--- config.mk ---
export PLATFORM = sky130hd
export DESIGN_NAME = fetch_responder_flat
export DESIGN_NICKNAME = d
export VERILOG_FILES = /design/src/rtl/bus_pkg.sv /design/src/rtl/fetch_responder_if.sv /design/src/rtl/bus_wait_counter.sv /design/src/rtl/fetch_responder.sv /design/src/flat_wrapper.sv
export SDC_FILE = /design/constraint.sdc
export NUM_CORES = 1
export LEC_CHECK = 0
export ABC_AREA = 1
export BUFFER_PORTS_ARGS = -buffer_cell sky130_fd_sc_hd__buf_2
export CAP_MARGIN = 30
export CORE_MARGIN = 2
export CORE_UTILIZATION = 47
export DETAILED_ROUTE_END_ITERATION = 10
export GPL_TIMING_DRIVEN = 1
export PLACE_DENSITY_LB_ADDON = 0.05
export SYNTH_ARGS = -nofsm -noshare
export SYNTH_HDL_FRONTEND = slang
export SYNTH_SLANG_ARGS = --single-unit
--- constraint.sdc ---
create_clock -name clk_i -period 1.93 [get_ports clk_i]
set_clock_uncertainty 0.2 [all_clocks]
set_input_delay 0.2895 -clock clk_i [delete_from_list [all_inputs] [get_ports clk_i]]
set_output_delay 0.2895 -clock clk_i [all_outputs]
set_load 0.02 [all_outputs]
--- src/rtl/bus_pkg.sv ---
// bus_pkg: bus size codes, responder state encodings and the reset vector shared by bus targets.
package bus_pkg;
  typedef enum logic [1:0] {
    SIZE_NONE = 2'b00,
    SIZE_BYTE = 2'b01,
    SIZE_HALF = 2'b10,
    SIZE_ILL  = 2'b11
  } size_e;
  typedef enum logic [1:0] {
    IDLE = 2'd0,
    READ = 2'd1,
    ACK  = 2'd2
  } state_e;
  localparam logic [63:0] RESET_VECTOR = 64'hFFFF_FFFF_FFFF_FF00;
endpackage

--- src/rtl/fetch_responder_if.sv ---
// fetch_responder_if: initiator-facing read bus between the fetch unit and a bus target.
interface fetch_responder_if;
  logic [63:0] adr;
  logic [1:0]  size;
  logic        vpa;
  logic        ack;
  logic [15:0] dat;
  logic        err;
  logic        fetch_err;
  modport master (output adr, size, vpa, input ack, dat, err, fetch_err);
  modport slave  (input adr, size, vpa, output ack, dat, err, fetch_err);
endinterface

--- src/rtl/bus_wait_counter.sv ---
// bus_wait_counter: loadable down-counter with zero flag, used to insert wait states.
module bus_wait_counter #(
  parameter int W = 4
) (
  input  logic         clk_i,
  input  logic         reset_ni,
  input  logic         load_i,
  input  logic         dec_i,
  input  logic [W-1:0] load_val_i,
  output logic         zero_o
);
  logic [W-1:0] cnt_q;
  always_ff @(posedge clk_i or negedge reset_ni) begin
    if (!reset_ni) cnt_q <= '0;
    else if (load_i) cnt_q <= load_val_i;
    else if (dec_i) cnt_q <= cnt_q - W'(1);
  end
  assign zero_o = cnt_q == '0;
endmodule

--- src/rtl/fetch_responder.sv ---
// fetch_responder: single-window bus target reading a synchronous SRAM/ROM with programmable wait states.
module fetch_responder
  import bus_pkg::*;
#(
  parameter logic [63:0] BASE        = RESET_VECTOR,
  parameter int          AW          = 8,
  parameter int          WAIT_STATES = 0
) (
  input  logic              clk_i,
  input  logic              reset_ni,
  fetch_responder_if.slave  bus,
  output logic              mem_en_o,
  output logic [AW-2:0]     mem_adr_o,
  input  logic [15:0]       mem_dat_i
);
  state_e      state_q;
  logic [1:0]  size_q;
  logic        adr0_q, first_q, ack_q, err_q, fetch_err_q;
  logic [15:0] word_q, dat_q, word_d, sel_d;
  logic        req, hit, ill, load, cnt_zero;
  assign req       = bus.size != SIZE_NONE;
  assign hit       = bus.adr[63:AW] == BASE[63:AW];
  assign ill       = bus.size == SIZE_ILL;
  assign load      = state_q == IDLE && req && hit && !ill;
  assign mem_en_o  = load;
  assign mem_adr_o = bus.adr[AW-1:1];
  // SRAM data is only valid on the first READ cycle; later cycles use the captured copy
  assign word_d    = first_q ? mem_dat_i : word_q;
  assign sel_d     = size_q == SIZE_BYTE ? {8'h00, adr0_q ? word_d[15:8] : word_d[7:0]} : word_d;
  bus_wait_counter #(.W(4)) u_cnt (
    .clk_i      (clk_i),
    .reset_ni   (reset_ni),
    .load_i     (load),
    .dec_i      (state_q == READ && !cnt_zero),
    .load_val_i (4'(WAIT_STATES)),
    .zero_o     (cnt_zero)
  );
  always_ff @(posedge clk_i or negedge reset_ni) begin
    if (!reset_ni) begin
      state_q     <= IDLE;
      size_q      <= SIZE_NONE;
      adr0_q      <= 1'b0;
      first_q     <= 1'b0;
      ack_q       <= 1'b0;
      err_q       <= 1'b0;
      fetch_err_q <= 1'b0;
      word_q      <= '0;
      dat_q       <= '0;
    end else begin
      ack_q       <= 1'b0;
      err_q       <= 1'b0;
      fetch_err_q <= 1'b0;
      case (state_q)
        IDLE: if (req) begin
          adr0_q <= bus.adr[0];
          size_q <= bus.size;
          if (hit && !ill) begin
            state_q <= READ;
            first_q <= 1'b1;
          end else begin
            state_q     <= ACK;
            ack_q       <= 1'b1;
            err_q       <= 1'b1;
            fetch_err_q <= bus.vpa;
            dat_q       <= '0;
          end
        end
        READ: begin
          first_q <= 1'b0;
          word_q  <= word_d;
          if (bus.size == SIZE_NONE) state_q <= IDLE;
          else if (cnt_zero) begin
            state_q <= ACK;
            ack_q   <= 1'b1;
            dat_q   <= sel_d;
          end
        end
        default: state_q <= IDLE;
      endcase
    end
  end
  assign bus.ack       = ack_q;
  assign bus.err       = err_q;
  assign bus.fetch_err = fetch_err_q;
  assign bus.dat       = dat_q;
endmodule

--- src/flat_wrapper.sv ---
// flat-port wrapper written by rule: the top's interface ports become plain ports
module fetch_responder_flat import bus_pkg::*;
#(
  parameter logic [63:0] BASE        = RESET_VECTOR,
  parameter int          AW          = 8,
  parameter int          WAIT_STATES = 0
)
  (clk_i, reset_ni, mem_en_o, mem_adr_o, mem_dat_i, bus_adr, bus_size, bus_vpa, bus_ack, bus_dat, bus_err, bus_fetch_err);
  fetch_responder_if bus_i ();
  input  logic clk_i;
  input  logic reset_ni;
  output logic mem_en_o;
  output logic [AW-2:0] mem_adr_o;
  input  logic [15:0] mem_dat_i;
  input wire logic [$bits(bus_i.adr)-1:0] bus_adr;
  input wire logic [$bits(bus_i.size)-1:0] bus_size;
  input wire logic [$bits(bus_i.vpa)-1:0] bus_vpa;
  output wire logic [$bits(bus_i.ack)-1:0] bus_ack;
  output wire logic [$bits(bus_i.dat)-1:0] bus_dat;
  output wire logic [$bits(bus_i.err)-1:0] bus_err;
  output wire logic [$bits(bus_i.fetch_err)-1:0] bus_fetch_err;
  assign bus_i.adr = bus_adr;
  assign bus_i.size = bus_size;
  assign bus_i.vpa = bus_vpa;
  assign bus_ack = bus_i.ack;
  assign bus_dat = bus_i.dat;
  assign bus_err = bus_i.err;
  assign bus_fetch_err = bus_i.fetch_err;
  fetch_responder #(.BASE(BASE), .AW(AW), .WAIT_STATES(WAIT_STATES)) u_core (.clk_i(clk_i), .reset_ni(reset_ni), .bus(bus_i), .mem_en_o(mem_en_o), .mem_adr_o(mem_adr_o), .mem_dat_i(mem_dat_i));
endmodule
---- Word level (Yosys, flattened, before mapping) ----
Index checks and enable logic that the tools add are counted.
storage, ports and cells
  memory bits (writable) .................. 0
  bits of input ports ..................... 85
  memories ................................ 0
  bits in latches ......................... 0
  output and inout bits ................... 27
  bits in registers ....................... 45
  memory bits (read-only) ................. 0
  logic and storage cells ................. 65
operators by class
  shifts and indexed selects .............. 0
  add/subtract/negate cells ............... 1
  $lt $le $gt $ge ......................... 0
  mux-type cells .......................... 27
  eq/ne operators ......................... 10
  bitwise logic cells ..................... 0
  multipliers ............................. 0
  reductions and logical operators ........ 17
  div/mod/pow operators ................... 0
operator list
  cell                  number
  $mux 16               6
  $eq 56x56->1 const B  1
  $pmux 16 s2           1
  $mux 1                10
  $mux 2                4
  $mux 4                2
  $mux 8                1
  $ne 2x2->1 const B    3
  $reduce_bool 2->1     3
  $logic_and 1x1->1     5
  $reduce_and 5->1      1
  $eq 2x1->1 const B    2
  $logic_not 2->1       2
  $logic_not 4->1       1
  $ne 2x1->1 const B    2
  $pmux 1 s2            2
  $pmux 2 s2            1
  $reduce_and 2->1      2
  $sub 4x1->4 const B   1
  $ne 3x2->1 const B    1
  $reduce_and 3->1      1
  $eq 2x2->1 const B    1
  $logic_not 1->1       2

---- Longest topological paths before layout ----
Gate-level depths: netlist of the first run.
  depth after elaboration ................. 6
  mapped depth ............................ 11

---- Cells and area by module ----
From an unflattened synthesis of the first run, not the netlist that was laid out.
unflattened totals
  cells, all modules ...................... 355
  area, all modules ....................... 2597.5 um^2
by module, submodules not included
  module            instances  cells an instance  area an instance (um^2)
  fetch_responder   1          322                2361.0
  bus_wait_counter  1          33                 236.5

---- Worst setup path before layout of the first run ----
No wires, ideal clock.
  path type ............................... register to register
  start ................................... register u_core.u_cnt.cnt_q[0]
  end ..................................... register u_core.dat_q[0], in the netlist u_core.bus.dat[0]
  data required time ...................... 1665 ps
  stages on the path, launching flop included .. 10
  path slack .............................. 333 ps
  data arrival time ....................... 1332 ps
  setup time .............................. 65 ps
  period minus slack after synthesis ...... 1597 ps
  cell sequence ........................... dfrtp_1 > inv_1 > ha_1 > nand2_1 > nor2_2 > nor2_4 > nor2_4 > buf_2 > nand3_1 > nand2_1
on the way
  longest elaborated chain between the ends .. 3
ends and longest elaborated chain
  what                        RTL line                RTL
  start, declared             bus_wait_counter.sv:12  logic [W-1:0] cnt_q;
  start signal, assigned      bus_wait_counter.sv:15  else if (load_i) cnt_q <= load_val_i;
  start signal, assigned      bus_wait_counter.sv:16  else if (dec_i) cnt_q <= cnt_q - W'(1);
  $logic_not 4->1             bus_wait_counter.sv:18  assign zero_o = cnt_q == '0;
  $ne 2x1->1 (no line)        -
  $reduce_and 5->1 (no line)  -
  end signal, assigned        fetch_responder.sv:75   dat_q <= sel_d;
  end, declared               fetch_responder.sv:19   logic [15:0] word_q, dat_q, word_d, sel_d;
No other way between the ends.
A chain may end at the register's enable or synchronous reset.

---- Final worst setup path of the first run ----
  start ................................... register u_core.state_q[0]
  end ..................................... output port mem_en_o
on the way
  longest elaborated chain between the ends .. 4
ends and longest elaborated chain
  what                             RTL line               RTL
  start, declared                  fetch_responder.sv:16  state_e state_q;
  start signal, assigned           fetch_responder.sv:40  state_q <= IDLE;
  start signal, assigned           fetch_responder.sv:58  state_q <= READ;
  start signal, assigned           fetch_responder.sv:61  state_q <= ACK;
  $logic_not 2->1                  fetch_responder.sv:24  assign load = state_q == IDLE && req && hit && !ill;
  $logic_and 1x1->1 (3 in series)  fetch_responder.sv:24
  end, declared                    flat_wrapper.sv:12     output logic mem_en_o;
No other way between the ends.

==> results.json, run 1 <==
{
  "syn_area_um2": 2530,
  "grt_max_degree": 34,
  "p_switching_w": 0.000683,
  "syn-num-nets": 432,
  "route.vias.total": 2411,
  "min_path_cells": 2,
  "synth_area_leader_cell": "dfrtp_1",
  "power_frac_comb_pct": 22.6,
  "hold_viol": 0,
  "vias_per_cell": 4.72,
  "min_from": "bus_size[1]",
  "ys_top_cells_by_area": "dfrtp_1 45%, nand2_1 16%, o21ai_0 6.7%",
  "grt_pass1_vias": 2317,
  "fp.dieH_um": 77.4,
  "drtAntennaViolNets": 0,
  "timing.fmax_ghz": 0.545,
  "maxSlewHeadroom_pct": 68.9,
  "synth_cells": 345,
  "irDropWorstVdd_mv": 0.361,
  "fin_util_pct": 61.6,
  "reg2reg_to": "u_core.bus.dat[12]$_DFFE_PN0P_",
  "critPathKind": "register to output pin",
  "min_path_type": "input port to register",
  "cts-buffers-inserted": 5,
  "cts.sinks": 45,
  "totalWireLength_um": 5650,
  "grt-ovfl-total": 0,
  "cts_setup_buffers": 0,
  "antenna_found_initial": 0,
  "critPathLaunchType": "register",
  "drc_errors": 0,
  "cts_tree": "done",
  "cts.path.max_buffers": 2,
  "area_growth_pct": 25.2,
  "place_hpwl_um": 4470,
  "ys_seq_elements": 45,
  "yosys.area.top_type_share_pct": 44.5,
  "fillers": 518,
  "rsz0062_at_grt": "false",
  "r2r_cells": 7,
  "status": "complete, no violations",
  "hold_end": "u_core.size_q[1]$_DFFE_PN0P_",
  "grt_usage_pct": 20.3,
  "setup_violations": 0,
  "crit_required_ns": 1.44,
  "p_sw_share_pct": 30.9,
  "initial_utilization_pct": 49.2,
  "fin_tns_setup_ns": 0,
  "worstPathMaxFanout": 2,
  "n_antenna_cell": 0,
  "syn_area_per_cell_um2": 7.33,
  "first_pass_iters": 4,
  "p_seq_share_pct": 50.3,
  "fp.dieW_um": 77.4,
  "synth-edff-count": 0,
  "power_leakage_nw": 1.77,
  "drt_iter0_markers": 167,
  "gp_congestion": 0.825,
  "ys_types": 23,
  "tightest_slew_ns": 0.466,
  "insertion_delay_ns": 0.30,
  "io_buffers": 97,
  "p_int_w": 0.00153,
  "crit_path_end_kind": "output pin",
  "p_per_area_nw_per_um2": 699,
  "rr_startpoint": "u_core.u_cnt.cnt_q[0]$_DFFE_PN0P_",
  "core_um2": 5140,
  "clockRootBuffer": "clkbuf_8",
  "cp.arrival_ns": 1.34,
  "ys_seq_area_share_pct": 44.5,
  "io_pins": 112,
  "top_usage_layer": "met2",
  "synth_ff_type": "dfrtp_1",
  "drive_above_1_share_pct": 28.8,
  "met1_usage_pct": 24.0,
  "nets": 527,
  "grt_use_met2_pct": 37.6,
  "dieArea_um2": 5980,
  "placedInstanceArea_um2": 3040,
  "clkPwrFrac_pct": 27.0,
  "ys.warnings.count": 0,
  "final_area_um2": 3170,
  "synthArstFlopShare_pct": 100,
  "max-cap-violations": 0,
  "htreeDepth": 2,
  "final_min_period_over_clock_period_pct": 95.0,
  "slew_violations": 0,
  "post-route-min-period_ns": 1.83,
  "path_clk_slew_ns": 0.09,
  "met3_usage_pct": 3.60,
  "grt_pass1_wl_um": 9930,
  "wl_per_cell_um": 11.1,
  "r2r_slack_ns": 0.16,
  "core.rowCount": 26
}
## worst max-delay path: stages (launching register included)
cell and delay, ns:
dfrtp_1 0.40, nor2_1 0.14, nand2_1 0.09, buf_4 0.15, nor2_4 0.11, buf_4 0.15
## through the flow
step                setup WS [ns]  hold slack (ns)  std cells  total power [W]
floorplan                   0.333           -0.206        345          0.00147
global placement            0.223           0.0726        500          0.00162
detailed placement          0.174           0.0746        500          0.00163
CTS                        0.0702           0.0460        511          0.00224
global route              0.00176           0.0449        511          0.00238
finish                     0.0957           0.0543        511          0.00221
## area by class of cell
cell class              count  area [um2]  area share (%)
flip-flops and latches     45        1130            35.6
well taps                  70        87.6            2.77
clock inverters             3        25.0           0.790
multi-input cells         235        1090            34.5
repair buffers            107         596            18.8
clock buffers               5        68.8            2.17
inverters                  46         173            5.45
## cell usage after synthesis (3+ instances only)
master	count
a21oi_1	9
buf_2	3
buf_4	9
buf_6	4
clkbuf_1	3
dfrtp_1	45
inv_1	42
nand2_1	111
nand2_2	4
nand3_1	33
nand4_1	4
nor2_1	23
nor2_2	3
nor2_4	4
o21ai_0	34
xor2_1	3
## per-layer routing
metal,vias to the layer above,part of all wire (%)
met5,-,0
met4,0,1.2
met3,6,5.7
met2,79,50
met1,1068,43
li1,1258,-
## flip-flops by register name, indices dropped and copies added, names as in the netlist
| signal | count |
|---|---|
| u_core.adr0_q | 1 |
| u_core.bus.ack | 1 |
| u_core.first_q | 1 |
| u_core.bus.fetch_err | 1 |
| u_core.bus.err | 1 |
| u_core.bus.dat | 16 |
| u_core.state_q | 2 |
| u_core.size_q | 2 |
| u_core.word_q | 16 |
| u_core.u_cnt.cnt_q | 4 |
## worst max path at each step
| stage | slack (ns) | startpoint | endpoint |
|---|---|---|---|
| floorplan | 0.33 | u_core.u_cnt.cnt_q[0]$_DFFE_PN0P_ | u_core.bus.dat[0]$_DFFE_PN0P_ |
| global placement | 0.22 | u_core.u_cnt.cnt_q[0]$_DFFE_PN0P_ | u_core.bus.dat[6]$_DFFE_PN0P_ |
| detailed placement | 0.17 | u_core.u_cnt.cnt_q[0]$_DFFE_PN0P_ | u_core.bus.dat[9]$_DFFE_PN0P_ |
| CTS | 0.07 | u_core.state_q[0]$_DFFE_PN0P_ | mem_en_o |
| global route | 0.002 | u_core.state_q[0]$_DFFE_PN0P_ | mem_en_o |
| finish | 0.1 | u_core.state_q[0]$_DFFE_PN0P_ | mem_en_o |
## repair_timing
action,4_1_cts,5_1_grt
hold endpoints to repair,20,0
endpoints found under the setup margin,0,1
hold buffers,3,0
gates resized for setup,0,1
## kinds of logic (layout without fill, tap and decap cells)
group | after synthesis | in the layout | share of synthesized area [%]
xor+xnor | 3 | 3 | 1.04
fa+ha+maj | 2 | 2 | 0.989
compound gates | 45 | 45 | 9.15
flops | 45 | 45 | 44.5
buf+inv | 65 | 161 | 12.3
simple gates | 185 | 185 | 32.0
## power by group through the flow
stage / Sequential (W) / Clock, W / Combinational (W)
finish: 0.00111 / 0.000598 / 0.000501
global route: 0.00113 / 0.000660 / 0.000597
CTS: 0.00112 / 0.000615 / 0.000508
detailed placement: 0.00113 / 0 / 0.000500
global placement: 0.00113 / 0 / 0.000489
floorplan: 0.00113 / 0 / 0.000338
## cells in the final DEF (no fill, tap or decap), types with 2 or more instances in the layout
cell,Yosys,final
nand4_1,4,4
nand3_2,2,2
nand3_1,33,33
nor2_2,3,3
nor2_1,23,23
xor2_1,3,3
inv_2,2,2
dfrtp_1,45,45
dlygate4sd3_1,0,3
a21oi_1,9,9
nand2_2,4,4
clkbuf_8,0,5
buf_4,9,6
ha_1,2,2
nand2_1,111,111
buf_2,3,96
inv_1,42,42
o21ai_0,34,34
nor2_4,4,4
buf_12,0,2
clkinv_1,2,2
Note: power is estimated with default switching activity, not from simulation.
==> run 2, diff against run 1 <==
--- a/config.mk
+++ b/config.mk
@@ -9,7 +9,7 @@
 export BUFFER_PORTS_ARGS = -buffer_cell sky130_fd_sc_hd__buf_2
 export CAP_MARGIN = 30
 export CORE_MARGIN = 2
-export CORE_UTILIZATION = 47
+export CORE_UTILIZATION = 43
 export DETAILED_ROUTE_END_ITERATION = 10
 export GPL_TIMING_DRIVEN = 1
 export PLACE_DENSITY_LB_ADDON = 0.05
==> constraint.sdc (replaced) <==
create_clock -name clk_i -period 1.6 [get_ports clk_i]
set_clock_uncertainty 0.2 [all_clocks]
set_input_delay 0.24 -clock clk_i [delete_from_list [all_inputs] [get_ports clk_i]]
set_output_delay 0.24 -clock clk_i [all_outputs]
set_load 0.02 [all_outputs]
==> run 2 against run 1 <==
  * The run now ends with negative setup slack left
  * First-iteration DRC count down 39%
  * Critical path depth decreased by 1
  * Power is 29% higher
  * Register-to-register slack worse by 0.13 ns
  * Final area rose by 10%
  * Final cell count is 4.1% higher
  * Clock power grew 26%
  * Setup slack worse by 0.12 ns
  * Clock-buffer cell count unchanged
  * Via count increased by 3.9%
  * Routed wire length up 8.7%
  * Core utilization increased by 0.48 points
  * Critical path type unchanged
==> results.json, run 2 (synthesis results as in run 1) <==
{
  "wl_per_cell_um": 11.5,
  "dieArea_um2": 6510,
  "first_pass_iters": 4,
  "grt_max_degree": 46,
  "irDropWorstVdd_mv": 0.382,
  "cts.sinks": 45,
  "cts-buffers-inserted": 5,
  "fp.dieW_um": 80.7,
  "initial_utilization_pct": 45.1,
  "timing.fmax_ghz": 0.617,
  "route.vias.total": 2505,
  "slowest_stage": "dfrtp_1",
  "crit_required_ns": 1.16,
  "grt_usage_pct": 20.2,
  "vias_per_cell": 4.71,
  "hold_viol": 0,
  "post-route-min-period_ns": 1.62,
  "n_antenna_cell": 0,
  "grt_pass1_wl_um": 9940,
  "slew_violations": 0,
  "htreeDepth": 2,
  "max-cap-violations": 0,
  "fin_cells": 532,
  "min_path_type": "input port to register",
  "core.rowCount": 27,
  "worstPathMaxFanout": 2,
  "setup_violations": 1,
  "final_common_cell": "nand2_1",
  "insertion_delay_ns": 0.31,
  "dp_cells": 513,
  "worst_slack_ns": -0.0199,
  "grt-ovfl-total": 0,
  "cts_tree": "done",
  "antenna_found_initial": 0,
  "final_cell_mix": "108 x nand2_1, 96 x buf_2, 45 x dfrtp_1",
  "crit_chain": "nor2_2 -> nand2_2 -> nor2_4 -> buf_6",
  "slowest_delay_ns": 0.41,
  "drive_above_1_share_pct": 35.2,
  "path_clk_slew_ns": 0.10,
  "tightest_slew_ns": 0.255,
  "status": "finished with violations",
  "nets": 546,
  "io_pins": 112,
  "core_um2": 5610,
  "power_leakage_nw": 1.91,
  "clockRootBuffer": "clkbuf_8",
  "maxSlewHeadroom_pct": 83.0,
  "violations": "negative setup slack",
  "cts.path.max_buffers": 2,
  "critPathKind": "register to output pin",
  "place_hpwl_um": 4640,
  "crit_path_end_kind": "output pin",
  "area_growth_pct": 37.7,
  "final_area_um2": 3480,
  "drt_iter0_markers": 102,
  "p_per_area_nw_per_um2": 820,
  "placedInstanceArea_um2": 3180,
  "fp.dieH_um": 80.7,
  "drc_errors": 0,
  "drtAntennaViolNets": 0,
  "final_min_period_over_clock_period_pct": 101,
  "totalWireLength_um": 6140,
  "cp.arrival_ns": 1.18,
  "gp_congestion": 0.827,
  "critPathLaunchType": "register",
  "io_buffers": 97,
  "grt_pass1_vias": 2299,
  "rsz0062_at_grt": "true"
}
## run 2: changes by cell type in the layout (fill, tap and decap cells not counted), moves of 3 or more
cell / change
nand3_1: -5
nor2_4: +3
nand2_1: -3
o21ai_1: +11
buf_12: +4
inv_1: -4
nand3_2: +4
buf_4: +11
o21ai_0: -12
## run 2: critical path, delay by kind of cell, from the launching register on
family,cells,cell delay [ns]
flops,1,0.41
simple gates,3,0.33
buf+inv,1,0.13
## run 2: final timing paths
| check | cells after the start | slack, ns | start | to |
|---|---|---|---|---|
| setup / recovery | 4 | -0.02 | u_core.state_q[1]$_DFFE_PN0P_ | mem_en_o |
| hold / removal | 3 | 0.01 | bus_size[0] | u_core.size_q[0]$_DFFE_PN0P_ |
| setup reg to reg | 9 | 0.03 | u_core.u_cnt.cnt_q[1]$_DFFE_PN0P_ | u_core.u_cnt.cnt_q[0]$_DFFE_PN0P_ |
| hold reg to reg | 2 | 0.30 | u_core.bus.dat[14]$_DFFE_PN0P_ | u_core.bus.dat[14]$_DFFE_PN0P_ |
| max in group asynchronous | 3 | 0.74 | reset_ni | u_core.word_q[5]$_DFFE_PN0P_ |
| min in group asynchronous | 3 | 0.22 | reset_ni | u_core.bus.dat[7]$_DFFE_PN0P_ |
## run 2: area by class of cell
cell class / instances / area (um2)
flip-flops and latches: 45 / 1130
well taps: 72 / 90.1
repair buffers: 126 / 816
inverters: 46 / 180
clock inverters: 3 / 25.0
multi-input cells: 235 / 1180
clock buffers: 5 / 68.8
fillers: 533 / 2130
## run 2: stage by stage
step / utilization (%) / hold WS [ns] / worst slack (ns) / power, W / TNS, ns
6_report: 62.1 / 0.0148 / -0.0199 / 0.00286 / -0.0199
5_1_grt: 62.1 / 0.0504 / -0.0853 / 0.00305 / -0.144
4_1_cts: 60.1 / 0.00941 / -0.0609 / 0.00283 / -0.695
3_5_place_dp: 56.6 / 0.0406 / -0.0758 / 0.00204 / -0.135
3_3_place_gp: 56.6 / 0.0403 / -0.0769 / 0.00202 / -0.0950
2_1_floorplan: - / -0.256 / 0.00300 / 0.00177 / 0
## run 2: power breakdown
part | internal (W) | switching [W]
clock network | 0.000319 | 0.000437
registers | 0.00129 | 0.0000552
logic | 0.000331 | 0.000422
total | 0.00194 | 0.000914
## run 2: repair_timing
action | in CTS | in global routing
setup endpoints to repair | 2 | 23
gates cloned | 0 | 1
hold buffers | 4 | 0
hold endpoints to repair | 48 | 0
pin swaps | 3 | 11
buffers inserted | 5 | 4
gates resized for setup | 8 | 34
## run 2: per-layer routing
metal,global-route usage [%],up-vias,share of wire (%)
li1,-,1302,-
met3,3.48,7,5.7
met5,0,-,0
met1,23.0,1115,41
met2,37.3,81,52
met4,7.80,0,1.4
==> run 3, diff against run 2 <==
--- a/config.mk
+++ b/config.mk
@@ -9,9 +9,10 @@
 export BUFFER_PORTS_ARGS = -buffer_cell sky130_fd_sc_hd__buf_2
 export CAP_MARGIN = 30
 export CORE_MARGIN = 2
-export CORE_UTILIZATION = 43
+export CORE_UTILIZATION = 35
 export DETAILED_ROUTE_END_ITERATION = 10
 export GPL_TIMING_DRIVEN = 1
+export MAX_ROUTING_LAYER = met4
 export PLACE_DENSITY_LB_ADDON = 0.05
 export SYNTH_ARGS = -nofsm -noshare
 export SYNTH_HDL_FRONTEND = slang
==> run 3 against run 2 <==
  * The flow still finishes with violations (negative setup slack)
  * Clock power decreased by 7.8%
  * Via count decreased by 0.24%
  * Power decreased by 1.4%
  * Hold slack improved by 0.0033 ns
  * Non-clock buffer count increased by 4
  * Combinational power increased by 2%
==> results.json, run 3 (synthesis results as in run 1) <==
{
  "worstPathMaxFanout": 5,
  "critPathKind": "register to register",
  "min_path_cells": 3,
  "timing.fmax_ghz": 0.602,
  "rsz0062_at_grt": "true",
  "cts.path.max_buffers": 2,
  "violations": "negative setup slack",
  "route.vias.total": 2499,
  "irDropWorstVdd_mv": 0.306,
  "hold_ws_ns": 0.0182,
  "grt_max_degree": 28,
  "drive_above_1_share_pct": 38.1,
  "initial_utilization_pct": 36.6,
  "slowest_delay_ns": 0.39,
  "min_path_type": "input port to register",
  "n_antenna_cell": 0,
  "tightest_slew_ns": 0.443,
  "dieArea_um2": 7920,
  "fin_cells": 560,
  "grt_pass1_vias": 2361,
  "cp.arrival_ns": 1.65,
  "slowest_stage": "dfrtp_1",
  "fillers": 725,
  "first_pass_iters": 6,
  "cp_num_buf_inv": 3,
  "core_um2": 6910,
  "io_pins": 112,
  "fin_tns_setup_ns": -0.629,
  "io_buffers": 97,
  "gp_congestion": 0.799,
  "cts_tree": "done",
  "wl_per_cell_um": 11.8,
  "fp.dieW_um": 89,
  "final_common_cell": "nand2_1",
  "hold_end": "u_core.size_q[0]$_DFFE_PN0P_",
  "clockRootBuffer": "clkbuf_8",
  "rr_startpoint": "u_core.u_cnt.cnt_q[1]$_DFFE_PN0P_",
  "p_per_area_nw_per_um2": 772,
  "vias_per_cell": 4.46,
  "dp_cells": 543,
  "hold_viol": 0,
  "area_growth_pct": 44.2,
  "post-route-min-period_ns": 1.66,
  "place_hpwl_um": 4830,
  "final_min_period_over_clock_period_pct": 104,
  "drt_iter0_markers": 92,
  "core.rowCount": 30,
  "final_cell_mix": "105 x nand2_1, 88 x buf_2, 45 x dfrtp_1",
  "grt-ovfl-total": 0,
  "setup_violations": 17,
  "path_clk_slew_ns": 0.08,
  "finalPower_w": 0.00281,
  "antenna_found_initial": 0,
  "multi_input_area_um2": 1220,
  "totalWireLength_um": 6630,
  "cts.sinks": 45,
  "slew_violations": 0,
  "critPathLaunchType": "register",
  "power_leakage_nw": 1.96,
  "seqCellArea_um2": 1130,
  "grt_usage_pct": 17.7,
  "drtAntennaViolNets": 0,
  "crit_path_end_kind": "register",
  "htreeDepth": 2,
  "cp.depth": 9,
  "worst_slack_ns": -0.0612,
  "reg2reg_to": "u_core.bus.dat[0]$_DFFE_PN0P_",
  "cp_top_family": "simple AND/OR/NAND/NOR gates",
  "insertion_delay_ns": 0.30,
  "r2r_slack_ns": -0.06,
  "fp.dieH_um": 89,
  "nets": 550,
  "grt_pass1_wl_um": 10500,
  "status": "finished with violations",
  "crit_chain": "inv_2 -> ha_4 -> nand2_4 -> nor2_4 -> buf_6 -> nand3_4 -> clkbuf_16 -> nand3_2 -> nand2_1",
  "maxSlewHeadroom_pct": 70.5,
  "r2r_cells": 9,
  "max-cap-violations": 0,
  "cts-buffers-inserted": 5,
  "min_from": "bus_size[0]",
  "crit_required_ns": 1.59,
  "drc_errors": 0
}
## run 3: cell count changes in the layout (fill, tap and decap cells not counted), sizes merged
cell,delta
clkinv,+2
inv,-2
dlygate4sd3,-1
buf,+4
clkbuf,+2
clkinvlp,-1
## run 3: routing by layer
metal | GRT usage (%) | share of wire [%] | vias to the layer above
met5 | - | 0 | -
met4 | 4.07 | 1.1 | 0
met3 | 3.05 | 6.1 | 8
met2 | 29.7 | 48 | 99
met1 | 22.4 | 45 | 1090
li1 | - | - | 1302
## run 3: worst max-delay path by stage
stage | slack [ns] | end | startpoint
3_3_place_gp | -0.02 | mem_en_o | bus_adr[51]
4_1_cts | -0.03 | mem_en_o | u_core.state_q[1]$_DFFE_PN0P_
6_report | -0.06 | u_core.bus.dat[0]$_DFFE_PN0P_ | u_core.u_cnt.cnt_q[1]$_DFFE_PN0P_
3_5_place_dp | -0.03 | u_core.bus.dat[3]$_DFFE_PN0P_ | u_core.u_cnt.cnt_q[1]$_DFFE_PN0P_
5_1_grt | -0.12 | u_core.bus.dat[13]$_DFFE_PN0P_ | u_core.u_cnt.cnt_q[1]$_DFFE_PN0P_
2_1_floorplan | 0.003 | u_core.bus.dat[0]$_DFFE_PN0P_ | u_core.u_cnt.cnt_q[0]$_DFFE_PN0P_
## run 3: power breakdown
group          leakage (nW)  switching [W]  internal, W
sequential            0.575      0.0000559      0.00129
combinational          1.34       0.000432     0.000338
clock                0.0450       0.000393     0.000304
total                  1.96       0.000881      0.00193
## run 3: metrics by stage
stage                     setup WS (ns)  utilization, %  instance area (um2)
after global routing             -0.118            52.8                 3650
after detailed placement        -0.0270            47.1                 3250
after CTS                       -0.0275            49.5                 3420
after floorplan                 0.00300               -                 2530
final                           -0.0612            52.8                 3650
after global placement          -0.0159            47.1                 3250
## run 3: final cells by class
class                      count  share of cell area [%]
inverter                      46                    4.80
multi-input combinational    235                    33.6
timing repair buffer         130                    25.2
clock buffer                   6                    1.99
sequential                    45                    30.9
clock inverter                 2                   0.275
tap                           96                    3.29
## run 3: tightest hold or removal path: stages
cell	delay (ns)
buf_2	0.10
nand2_1	0.07
o21ai_0	0.07
## run 3: what timing repair did
action | in CTS | in global routing
gates cloned | 0 | 3
endpoints found under the setup margin | 18 | 25
buffers inserted | 3 | 1
hold buffers | 3 | 0
hold endpoints to repair | 18 | 0
gates resized for setup | 11 | 37
pin swaps | 2 | 28
